[src/rtl/arith_pkg.sv]
// rtl/arith_pkg.sv - shared types and helpers for the serial subtractor
package arith_pkg;

    typedef enum logic [1:0] {
        IDLE = 2'd0,
        RUN  = 2'd1,
        DONE = 2'd2
    } sub_state_t;

    // Chunk counter width: clog2 of the chunk count, never narrower than one bit.
    function automatic int cnt_width(input int nch);
        return (nch <= 2) ? 1 : $clog2(nch);
    endfunction

endpackage

[src/rtl/sub_chunk.sv]
// rtl/sub_chunk.sv - combinational CHUNK-bit ripple of full-subtractor cells
module sub_chunk #(
    parameter int CHUNK = 4
) (
    input  logic [CHUNK-1:0] a,
    input  logic [CHUNK-1:0] b,
    input  logic             bin,
    output logic [CHUNK-1:0] diff,
    output logic             bout,
    output logic             msb_bin
);

    logic [CHUNK:0] borrow;

    always_comb begin
        borrow    = '0;
        diff      = '0;
        borrow[0] = bin;
        for (int i = 0; i < CHUNK; i++) begin
            diff[i]       = a[i] ^ b[i] ^ borrow[i];
            borrow[i+1]   = (~a[i] & b[i]) | (~(a[i] ^ b[i]) & borrow[i]);
        end
    end

    assign bout    = borrow[CHUNK];
    assign msb_bin = borrow[CHUNK-1];

endmodule

[src/rtl/serial_subtractor.sv]
// rtl/serial_subtractor.sv - multi-cycle a - b - bin, CHUNK bits per clock
module serial_subtractor
    import arith_pkg::*;
#(
    parameter int WIDTH = 16,
    parameter int CHUNK = 4
) (
    input  logic             clk,
    input  logic             rst_n,
    input  logic             in_valid,
    output logic             in_ready,
    input  logic [WIDTH-1:0] a,
    input  logic [WIDTH-1:0] b,
    input  logic             bin,
    output logic             out_valid,
    input  logic             out_ready,
    output logic [WIDTH-1:0] diff,
    output logic             bout,
    output logic             ovf
);

    localparam int NCH = WIDTH / CHUNK;
    localparam int CW  = cnt_width(NCH);
    localparam logic [CW-1:0] LAST = CW'(NCH - 1);

    generate
        if (CHUNK < 1 || (WIDTH % CHUNK) != 0) begin : g_bad_params
            $error("serial_subtractor: WIDTH must be a multiple of CHUNK");
        end
    endgenerate

    sub_state_t       state;
    logic [WIDTH-1:0] a_sr;
    logic [WIDTH-1:0] b_sr;
    logic [WIDTH-1:0] diff_sr;
    logic [WIDTH-1:0] diff_next;
    logic             borrow;
    logic [CW-1:0]    count;
    logic             ovf_r;

    logic [CHUNK-1:0] c_diff;
    logic             c_bout;
    logic             c_msb_bin;

    sub_chunk #(.CHUNK(CHUNK)) u_chunk (
        .a       (a_sr[CHUNK-1:0]),
        .b       (b_sr[CHUNK-1:0]),
        .bin     (borrow),
        .diff    (c_diff),
        .bout    (c_bout),
        .msb_bin (c_msb_bin)
    );

    // Results enter at the top so the first (least significant) chunk ends at bit 0.
    generate
        if (CHUNK == WIDTH) begin : g_single
            assign diff_next = c_diff;
        end else begin : g_multi
            assign diff_next = {c_diff, diff_sr[WIDTH-1:CHUNK]};
        end
    endgenerate

    always_ff @(posedge clk or negedge rst_n) begin
        if (!rst_n) begin
            state   <= IDLE;
            a_sr    <= '0;
            b_sr    <= '0;
            diff_sr <= '0;
            borrow  <= 1'b0;
            count   <= '0;
            ovf_r   <= 1'b0;
        end else begin
            case (state)
                IDLE: begin
                    if (in_valid) begin
                        a_sr   <= a;
                        b_sr   <= b;
                        borrow <= bin;
                        count  <= '0;
                        state  <= RUN;
                    end
                end
                RUN: begin
                    a_sr    <= a_sr >> CHUNK;
                    b_sr    <= b_sr >> CHUNK;
                    diff_sr <= diff_next;
                    borrow  <= c_bout;
                    count   <= count + CW'(1);
                    if (count == LAST) begin
                        // Signed overflow: borrow into the sign bit differs from borrow out of it.
                        ovf_r <= c_msb_bin ^ c_bout;
                        state <= DONE;
                    end
                end
                DONE: begin
                    if (out_ready) begin
                        state <= IDLE;
                    end
                end
                default: state <= IDLE;
            endcase
        end
    end

    assign in_ready  = (state == IDLE);
    assign out_valid = (state == DONE);
    assign diff      = diff_sr;
    assign bout      = borrow;
    assign ovf       = ovf_r;

endmodule

[config.mk]
export PLATFORM = sky130hd
export DESIGN_NAME = serial_subtractor
export DESIGN_NICKNAME = d
export VERILOG_FILES = /design/src/rtl/arith_pkg.sv /design/src/rtl/sub_chunk.sv /design/src/rtl/serial_subtractor.sv
export SDC_FILE = /design/constraint.sdc
export NUM_CORES = 1
export LEC_CHECK = 0
export ABC_AREA = 1
export CAP_MARGIN = 20
export CORE_MARGIN = 2
export CORE_UTILIZATION = 51
export CTS_CLUSTER_SIZE = 16
export DETAILED_ROUTE_END_ITERATION = 6
export HOLD_SLACK_MARGIN = 0.15
export PLACE_DENSITY = 0.82
export REMOVE_ABC_BUFFERS = 1
export SETUP_SLACK_MARGIN = 0.5
export SKIP_LAST_GASP = 1
export SLEW_MARGIN = 25
export SYNTH_ARGS = -nofsm -noshare
export SYNTH_HDL_FRONTEND = slang
export SYNTH_SLANG_ARGS = --single-unit
[constraint.sdc]
create_clock -name clk -period 2.4 [get_ports clk]
set_clock_uncertainty 0.05 [all_clocks]
set_input_delay 0.24 -clock clk [delete_from_list [all_inputs] [get_ports clk]]
set_output_delay 0.24 -clock clk [all_outputs]
set_load 0.03 [all_outputs]
Word-level counts from Yosys, hierarchy flattened
Cells that the tools add are included.
{"block": "classes", "add_sub_neg": 1, "n_eq_ne": 6, "muxes": 12, "bitwise_logic": 29, "reduce_logical": 5}
{"operator": "16-bit one-hot mux with 2 select lines", "count": 2}
{"operator": "16-bit two-way mux", "count": 2}
{"operator": "1-bit bitwise XOR", "count": 9}
{"operator": "1-bit AND", "count": 8}
{"operator": "2-bit two-way mux", "count": 4}
{"operator": "1-bit NOT", "count": 8}
{"operator": "2-bit one-hot mux with 3 select lines", "count": 1}
{"operator": "2-bit equality test (second input constant)", "count": 2}
{"operator": "2-bit inequality test (second input constant)", "count": 2}
{"operator": "1-bit bitwise OR", "count": 4}
{"operator": "2-bit one-hot mux with 2 select lines", "count": 1}
{"operator": "2-bit AND reduction", "count": 2}
{"operator": "3-bit AND reduction", "count": 1}
{"operator": "2-bit by 1-bit adder with 2-bit output (second input constant)", "count": 1}
{"operator": "2-bit by 1-bit equality test with 1-bit output (second input constant)", "count": 1}
{"operator": "2-bit zero test", "count": 1}
{"operator": "2-bit by 1-bit inequality test with 1-bit output (second input constant)", "count": 1}
{"operator": "1-bit one-hot mux with 2 select lines", "count": 1}
{"operator": "2-bit nonzero test", "count": 1}
{"operator": "1-bit two-way mux", "count": 1}
{"block": "word_totals", "ff_bits": 54, "elab_cells": 60}

Logic depth before layout (Yosys ltp)
{"block": "depth", "ltp_word": 11, "ltp_mapped": 10, "ltp_nobuf": 10}

By module
Synthesis repeated with hierarchy kept, for this count alone.
{"block": "hier_totals", "cells_unflattened": 341, "area_unflattened_um2": 2666.3}
{"mod": "serial_subtractor", "n_inst": 1, "cells_each": 327, "area_per_inst_um2": 2548.7, "seq_area_each_um2": 1351.3}
{"mod": "sub_chunk", "n_inst": 1, "cells_each": 14, "area_per_inst_um2": 117.6, "seq_area_each_um2": 0.0}

Worst setup path after synthesis
No wires, ideal clock.
{"block": "synth_timing", "kind": "register to register", "from": "reg borrow (netlist: bout)", "to": "reg diff_sr[15] (netlist: diff[15])", "setup_time_ns": 0.117, "arrival_time_ns": 2.147, "path_slack_ns": 0.086, "stages_incl_launch_ff": 10, "cell_sequence": "dfrtp_1 inv_1 fa_1 inv_1 fa_1 fa_1 inv_1 fa_1 nand2_1 nand2_1"}
{"block": "synth_via", "elab_chain_cells": 7}
{"item": "from (decl)", "line_no": "serial_subtractor.sv:37", "rtl": "logic borrow;"}
{"item": "from (signal assigned)", "line_no": "serial_subtractor.sv:78", "rtl": "borrow <= bin;"}
{"item": "from (signal assigned)", "line_no": "serial_subtractor.sv:87", "rtl": "borrow <= c_bout;"}
{"item": "1-bit AND", "line_no": "sub_chunk.sv:21", "rtl": "borrow[i+1] = (~a[i] & b[i]) | (~(a[i] ^ b[i]) & borrow[i]);"}
{"item": "1-bit bitwise OR", "line_no": "sub_chunk.sv:21"}
{"item": "1-bit AND", "line_no": "sub_chunk.sv:21"}
{"item": "1-bit bitwise OR", "line_no": "sub_chunk.sv:21"}
{"item": "1-bit AND", "line_no": "sub_chunk.sv:21"}
{"item": "1-bit bitwise OR", "line_no": "sub_chunk.sv:21"}
{"item": "1-bit bitwise XOR", "line_no": "sub_chunk.sv:20", "rtl": "diff[i] = a[i] ^ b[i] ^ borrow[i];"}
{"item": "via c_diff[3]", "line_no": "serial_subtractor.sv:41", "rtl": "logic [CHUNK-1:0] c_diff;"}
{"item": "to (signal assigned)", "line_no": "serial_subtractor.sv:86", "rtl": "diff_sr <= diff_next;"}
{"item": "to (decl)", "line_no": "serial_subtractor.sv:35", "rtl": "logic [WIDTH-1:0] diff_sr;"}
The timed path passes the listed nets, and every way through them passes these cells.
A chain may end at the register's enable or synchronous reset.

Worst setup path after layout
Same ends and word-level chain as after synthesis.

==> run metrics <==
outcome=finished clean; HP Class=in2async; WP data required=2.55 ns; antenna violations before repair=0; clock power share=0.103; FMAX=463 MHz; starting density of the core=0.527; Setup crit end kind=register; unrepaired setup endpoints after global routing=yes; GRT Total Usage=0.207; Setup WS post-layout=0.242 ns; DR vias=2269; Tcrit/Tclk final=0.899; synthesized instance count=336; Critical Path AT=2.31 ns; Fin. Hold Viols=0; Core Region=5070 um2; clock latency on the worst-skew pair=0.31 ns; Cell Count, Final, Fillers Out=463; sequential fraction of the synthesis area=0.505; crit path time final=2.16 ns; die area=5840 um2; TritonCTS clock tree=yes; Netlist cell types=21; vias in the first global route=2200; Area Growth Syn to Fin=27.2%; largest net degree at the start of global routing=54; DRT Pass-1 Iters=4; average vias per placed instance=4.90; Die Ht=76.4 um; Net Sw Frac=0.453; gr ovfl total=0; I/O pin count=57; final wirelength=5530 um; Post-Place Cells=451; #FFs+latches synth=54; Final Max Slew Viols=0; clk slew on worst S/H paths=0.09 ns; Seq pwr share=0.352; share of cells above drive strength 1=0.0891; Startpoint Class=register; Final TNS setup=0 ns; Post-Syn Area=2680 um2; htree depth=2; first-iteration detailed-routing DRC count=160; maximum root-to-sink buffer count=2; site row count=26; placer's final routability congestion estimate=0.781; Fill cells=452; syn_area_per_cell=7.96 um2; Sink Count=54; Buffers on Ports=56; total power=0.00465 W; worst vdd ir=0.000693 V; Setup Slack @ Placement=0.115 ns; fin nets=435; post-route antenna net violation count=0; Internal Power=0.00254 W; Comb pwr share=0.545; Switch Pwr=0.00211 W; PwrDens=1370 nW/um2; DRC=0; Max-slew headroom=0.649; Max Cap Viol=0; clock root buffer master=clkbuf_8; # setup viols final=0; hpwl dp=3660 um; Die X=76.4 um; CP Class=reg2reg; synth warn=0; leakage=1.78 nW; routed len/inst=11.9 um; worst reg-to-reg path cell count=9; first-pass GRT wire length=9900 um; Worst-Margin Slew=0.526 ns; Inserted Clock Buffers=5; diode count=0; crit-path max FO=2
-- layer usage --
layer  vias to the layer above  wire, um  global-route usage
met5                         -         0                   0
met2                        68      2770               0.352
met3                        13       265              0.0320
met1                      1054      2380               0.272
met4                         0       115              0.0673
li1                       1134         -                   -
-- flip-flops by register name (all words and copies together), names as in the netlist --
signal	flops
bout	1
a_sr	16
ovf	1
b_sr	16
state	2
count	2
diff	16
-- power by group through the flow --
stage / combinational [W] / clock [W] / sequential [W]
3_5_place_dp: 0.00240 / 0 / 0.00164
2_1_floorplan: 0.00132 / 0 / 0.00187
5_1_grt: 0.00290 / 0.000525 / 0.00169
3_3_place_gp: 0.00230 / 0 / 0.00162
6_report: 0.00253 / 0.000480 / 0.00163
4_1_cts: 0.00250 / 0.000490 / 0.00163
-- area by class of cell --
class	instances	area (um2)	share of cell area
well taps	70	87.6	0.0257
clock inverters	2	10.0	0.00294
flip-flops and latches	54	1350	0.397
multi-input cells	202	1010	0.296
clock buffers	5	68.8	0.0202
inverters	63	236	0.0695
repair buffers	67	641	0.188
-- synth_stat cells (all sizes together) --
cell,instances,area share
nand3,60,0.11
ha,1,0.0047
nor2,5,0.011
fa,4,0.030
inv,63,0.088
xnor2,1,0.0033
a21oi,1,0.0019
clkbuf,1,0.0014
or2,1,0.0023
nand2,107,0.16
buf,16,0.039
o31ai,1,0.0028
dfrtp,54,0.51
o21ai,21,0.039
-- final timing paths --
path | startpoint | to | slack [ns]
max in group asynchronous | rst_n | a_sr[10] | 1.38
worst min-delay path | rst_n | b_sr[3] | 0.41
worst max register to register | bout | diff[15] | 0.24
min in group clk | diff[1] | diff[1] | 0.43
worst min register to register | diff[1] | diff[1] | 0.43
worst max-delay path | bout | diff[15] | 0.24
-- layout by cell type, fill, tap and decap left out --
cell type and n:
nand2_1 103, nand3_1 60, inv_1 59, dfrtp_1 53, clkdlybuf4s50_1 53, o21ai_0 17
buf_4 11, clkbuf_8 5, inv_2 4, o21ai_1 4, fa_2 4, nor2_1 3
nand2_4 2, clkinv_2 2, dlygate4sd2_1 2, nor2_2 1, nand2_8 1, or2_2 1
nor2_4 1, xnor2_2 1, a21oi_1 1, nand2_2 1, o31ai_1 1, ha_1 1
dlygate4sd3_1 1, dfrtp_2 1
-- worst max-delay path, cell delays in order (launching register included) --
cell     delay [ns]
dfrtp_1        0.40
inv_2          0.07
fa_2           0.19
inv_2          0.04
fa_2           0.33
fa_2           0.35
inv_2          0.07
fa_2           0.43
nand2_2        0.08
nand2_1        0.04
-- cells by family after synthesis --
group                    count (synthesis)  share of synthesized area
XOR/XNOR                                 1                    0.00327
AND/OR/NAND/NOR                        173                      0.284
flip-flops                              54                      0.505
AO/OA/AOI/OAI                           23                     0.0440
buffers and inverters                   80                      0.129
adder cells (fa/ha/maj)                  5                     0.0346
-- per-stage QoR --
stage | cell area, um2 | utilization | hold WS (ns)
detailed placement | 3250 | 0.641 | 0.391
CTS | 3380 | 0.666 | 0.438
floorplan | 2570 | - | -0.106
global route | 3400 | 0.671 | 0.459
finish | 3400 | 0.671 | 0.412
global placement | 3250 | 0.641 | 0.372
-- repair_timing --
item | CTS | global route
endpoints found under the hold margin | 41 | 0
resized for setup | 9 | 4
endpoints found under the setup margin | 16 | 17
setup buffers | 3 | 1
pin swaps | 3 | 1
hold buffers | 1 | 0
(Power assumes the default switching activity.)
==> RTL edit 1 (same flow settings) <==
The 3 states of `sub_state_t` get a one-hot encoding in 3 bits.
--- a/src/rtl/arith_pkg.sv
+++ b/src/rtl/arith_pkg.sv
@@ -1,10 +1,10 @@
 // rtl/arith_pkg.sv - shared types and helpers for the serial subtractor
 package arith_pkg;
 
-    typedef enum logic [1:0] {
-        IDLE = 2'd0,
-        RUN  = 2'd1,
-        DONE = 2'd2
+    typedef enum logic [2:0] {
+        IDLE = 3'b001,
+        RUN  = 3'b010,
+        DONE = 3'b100
     } sub_state_t;
 
     // Chunk counter width: clog2 of the chunk count, never narrower than one bit.
Formal check against the unedited RTL: same outputs for any inputs over 10 cycles, from zero or initial values and one cycle with rst_n low; not proved beyond that.
==> RTL edit 1 against the unedited design <==
  * Setup slack improved by 0.0032 ns
  * Global-route usage fell by 0.96 points
  * First-iteration DRC count shrank 13%
  * Worst hold slack improved by 0.011 ns
  * Wire length up 1.2%
  * Combinational power fell by 15%
  * Area after synthesis rose by 0.37%
  * Design area up 0.66%
  * Count of clock-buffer cells in the layout is 1 higher
  * Sequential power down 2%
  * Power decreased by 8.6%
  * Sequential cell count is 1 higher
  * Critical path type unchanged
==> RTL edit 1: results (changes against the unedited design) <==
cts:
  h-tree-depth: 2  # unchanged
  cts_hold_buf: 1  # unchanged
  cts_setup_buffers: 3  # unchanged
  ctsResizeCount: 9  # unchanged
  clock_latency_ns: 0.31  # about the same
  cts_buffers: 5  # unchanged
  clock_path_buffers: 2  # unchanged
logic_synthesis:
  synth_xor_area_share_pct: 0.326  # was 0.327%
  async_flop_share_pct: 100  # unchanged
  netlist_instances: 333  # was 336
  synth.distinct_cells: 23  # was 21
  synth.area.mux_share_pct: 0  # unchanged
  synthAdderAreaFrac_pct: 3.45  # was 3.46%
  seq_area_frac_synth_pct: 51.3  # was 50.5%
  synth_compound_area_share_pct: 2.89  # was 4.40%
  synth_common_cells: "nand2_1 (140), nand3_1 (69), dfrtp_1 (54), inv_1 (14), o21ai_1 (13)"  # was nand2_1 (104), inv_1 (62), nand3_1 (60), dfrtp_1 (54), o21ai_0 (17)
  synthTopCellsByArea: "dfrtp_1 (50%), nand2_1 (20%), nand3_1 (13%), fa_1 (3.0%), buf_4 (2.5%)"  # was dfrtp_1 (51%), nand2_1 (15%), nand3_1 (11%), inv_1 (8.7%), o21ai_0 (3.2%)
drt:
  wl_per_cell_um: 12.1  # was 11.9 µm
  met3_length_um: 221  # was 265 µm
  wl_met1_um: 2410  # was 2380 µm
  first_pass_iters: 4  # unchanged
  wl_met2_um: 2890  # was 2770 µm
  top_layer_used: "met4"  # unchanged
  vias: 2333  # was 2269
  drt-initial-drc-count: 140  # was 160
  vias_per_cell: 5.05  # was 4.90
global_routing:
  grt_usage_pct: 19.7  # was 20.7%
  grt_pass1_wl_um: 9440  # was 9900 µm
  grtUsageMet1_pct: 23.8  # was 27.2%
  antenna_found_initial: 0  # unchanged
  grt_max_degree: 32  # was 54
  gr-usage-met3_pct: 3.67  # was 3.20%
  first_global_vias: 2184  # was 2200
  met2_usage_pct: 36.0  # was 35.2%
place:
  dp_cells: 446  # was 451
  port_buffers: 56  # unchanged
  dp.final_hpwl_um: 3790  # was 3660 µm
  gp_congestion: 0.788  # was 0.781
  dp_slack_ns: 0.158  # was 0.115 ns
  placed_cell_area_mm2: 0.00326  # was 0.00325 mm²
worst_hold_path:
  min_path_type: "input pin to flip-flop"  # was input pin to async pin
  min_delay_path_depth: 3
  worstHoldStart: "a[14]"
power:
  p_leak_uw: 0.00176  # was 0.00178 µW
  ir_drop_mv: 0.517  # was 0.693 mV
worst_setup_path:
  worstPathArrival_ns: 2.31  # about the same
  worst_path_max_delay_cell: "dfrtp_1"  # was fa_2
  cp-endpoint: "diff[15]"  # unchanged
  critical_path.max_stage_delay_ns: 0.41  # was 0.43 ns
  rr_worst_depth: 9  # unchanged
run_status:
  status: "completed"  # unchanged
final_layout:
  nets: 433  # was 435
  drive_gt1_share_pct: 9.95  # was 8.91%
  area_growth_pct: 27.6  # was 27.2%
timing:
  tightest_slew_ns: 0.681  # was 0.526 ns
  fin_crit_ns: 2.16  # about the same
## RTL edit 1: report_power, final
part	switching, µW	internal [µW]
sequential	252	1340
combinational	1310	850
clock	297	205
total	1860	2390
## RTL edit 1: cells by family after synthesis
logic type,Yosys count
AOI/OAI and AO/OA,15
adders and majority gates,5
buffers and inverters,39
xor gates and xnor gates,1
DFF,55
and+or+nand+nor,218
## RTL edit 1: layout make-up
cell class / count / area, µm²
Fill cell: 433 / 1680
Clock inverter: 2 / 12.5
Multi-Input combinational cell: 239 / 1130
Tap cell: 70 / 87.6
Inverter: 19 / 73.8
Sequential cell: 55 / 1380
Clock buffer: 6 / 72.6
Timing Repair Buffer: 71 / 668
## RTL edit 1: worst min-delay path by stage
stage / to / slack, ns
2_1_floorplan: a_sr[0] / -0.11
3_3_place_gp: diff[7] / 0.27
3_5_place_dp: diff[7] / 0.27
4_1_cts: a_sr[15] / 0.42
5_1_grt: a_sr[12] / 0.45
6_report: a_sr[14] / 0.42
==> RTL edit 2 (config.mk and constraints unchanged) <==
Made on the original files. Change the parameter `WIDTH` from 16 to 24.
--- a/src/rtl/serial_subtractor.sv
+++ b/src/rtl/serial_subtractor.sv
@@ -2,7 +2,7 @@
 module serial_subtractor
     import arith_pkg::*;
 #(
-    parameter int WIDTH = 16,
+    parameter int WIDTH = 24,
     parameter int CHUNK = 4
 ) (
     input  logic             clk,
Interface: changed (resized a, b and diff); port bits go from 57 to 81. The function was not compared with the original's and may differ.
==> RTL edit 2 against the unedited design <==
  * Sequential power grew 45%
  * Wire length grew 46%
  * Final cell count grew 49%
  * Area after synthesis grew 47%
  * Critical endpoint is now diff[23]
  * Setup slack lost 0.019 ns
  * Power grew 44%
  * Highest routed layer unchanged
  * Design area grew 47%
  * Sequential cell count grew 25
==> RTL edit 2: results (changes against the unedited design) <==
run_status:
  status: "completed"  # unchanged
logic_synthesis:
  synth_compound_area_share_pct: 4.56  # was 4.40%
  synthAdderAreaFrac_pct: 2.68  # was 3.46%
  yosysWarnings: 0  # unchanged
  avgSynthCellArea_um2: 7.64  # was 7.96 µm²
  ys.flop_type: "dfrtp_1"  # unchanged
  seq_area_frac_synth_pct: 50.4  # was 50.5%
  synth.distinct_cells: 19  # was 21
  synthTopCellsByArea: "dfrtp_1 (50%), nand2_1 (16%), nand3_1 (11%), inv_1 (9.8%), o21ai_0 (4.1%)"  # was dfrtp_1 (51%), nand2_1 (15%), nand3_1 (11%), inv_1 (8.7%), o21ai_0 (3.2%)
  synth_xor_area_share_pct: 0  # was 0.327%
  synth_common_cells: "nand2_1 (168), inv_1 (102), nand3_1 (86), dfrtp_1 (79), o21ai_0 (32)"  # was nand2_1 (104), inv_1 (62), nand3_1 (60), dfrtp_1 (54), o21ai_0 (17)
worst_setup_path:
  startpoint: "bout"  # unchanged
  critical_path.max_stage_delay_ns: 0.42
  worstPathArrival_ns: 2.36  # was 2.31 ns
  cp_top_family: "adder cells"  # unchanged
place:
  gp_congestion: 0.800  # was 0.781
  dp_slack_ns: 0.109  # was 0.115 ns
  port_buffers: 80  # was 56
  dp_cells: 672  # was 451
  dp.final_hpwl_um: 5220  # was 3660 µm
  placed_cell_area_mm2: 0.00475  # was 0.00325 mm²
final_layout:
  drive_gt1_share_pct: 7.25  # was 8.91%
  nets: 647  # was 435
  antenna_cells: 0  # unchanged
  fillCellCount: 609  # was 452
  fin_cells: 692  # was 463
worst_hold_path:
  worstHoldStart: "b[23]"
  min_path_type: "input pin to flip-flop"  # was input pin to async pin
drt:
  wl_per_cell_um: 11.7  # was 11.9 µm
  drt-initial-drc-count: 177  # was 160
  vias_per_cell: 4.89  # was 4.90
cts:
  h-tree-depth: 3  # was 2
  clock_latency_ns: 0.35  # was 0.31 ns
  cts_buffers: 9  # was 5
global_routing:
  antenna_found_initial: 0  # unchanged
  grt_max_degree: 80  # was 54
  grt_pass1_wl_um: 13800  # was 9900 µm
  grt_usage_pct: 20.4  # was 20.7%
  first_global_vias: 3132  # was 2200
power:
  ir_drop_mv: 0.637  # was 0.693 mV
  p_leak_uw: 0.00266  # was 0.00178 µW
timing:
  tightest_slew_ns: 0.683  # was 0.526 ns
RTL edit 2: changes by cell type after synthesis, sizes merged, moves of 10 or more:
cell   before  now
nand2     107  170
inv        63  103
nand3      60   86
dfrtp      54   79
o21ai      21   32
buf        16   26
RTL edit 2: worst register-to-register path: stages (launching register included):
cell and delay, ns:
dfrtp_1 0.40, inv_2 0.07, fa_2 0.19, inv_2 0.04
fa_2 0.34, fa_2 0.36, inv_2 0.08, fa_2 0.42
nand2_1 0.07, o21ai_1 0.06
RTL edit 2: cell families after synthesis:
kind of cell             count (synthesis)
adder cells (fa/ha/maj)                  6
AO/OA/AOI/OAI                           35
flip-flops                              79
buffers and inverters                  131
AND/OR/NAND/NOR                        262
RTL edit 2: power breakdown:
part / switching (µW) / internal, µW / total, µW
Sequential: 408 / 1960 / 2370
Combinational: 2040 / 1300 / 3330
Clock: 508 / 479 / 987
Total: 2950 / 3740 / 6690
RTL edit 2: cell type report:
type / count / area [µm²] / share of cell area (%)
Clock buffer: 9 / 124 / 2.47
Tap cell: 99 / 124 / 2.47
Multi-Input combinational cell: 303 / 1420 / 28.3
Inverter: 103 / 387 / 7.72
Sequential cell: 79 / 1980 / 39.5
Timing Repair Buffer: 92 / 905 / 18.1
Clock inverter: 7 / 73.8 / 1.47
RTL edit 2: worst paths after layout:
kind,to,slack [ns],depth (start not counted)
setup / recovery,diff[23],0.22,9
hold / removal,b_sr[23],0.39,3
max in group asynchronous,state[0],1.38,2
hold reg to reg,a_sr[13],0.46,2
setup reg to reg,diff[23],0.22,9
min in group asynchronous,diff[15],0.44,2
RTL edit 2: timing repair:
item	4_1_cts	5_1_grt
endpoints found under the hold margin	79	0
setup endpoints to repair	5	12
gates resized for setup	5	7
setup buffers	1	2
pin swaps	0	1
cloned	0	0
hold buffers	1	0
RTL edit 2: layer usage:
layer | vias up | global-route usage [%] | part of all wire, %
li1 | 1694 | - | -
met1 | 1585 | 25.8 | 45
met2 | 91 | 34.7 | 49
met3 | 12 | 3.37 | 4.4
met4 | 0 | 8.71 | 1.7
met5 | - | 0 | 0
RTL edit 2: metrics by stage:
stage | setup TNS (ns) | hold WS [ns]
6_report | 0 | 0.394
5_1_grt | 0 | 0.404
3_3_place_gp | 0 | 0.406
3_5_place_dp | 0 | 0.406
4_1_cts | 0 | 0.386
2_1_floorplan | -57.60 | -0.106
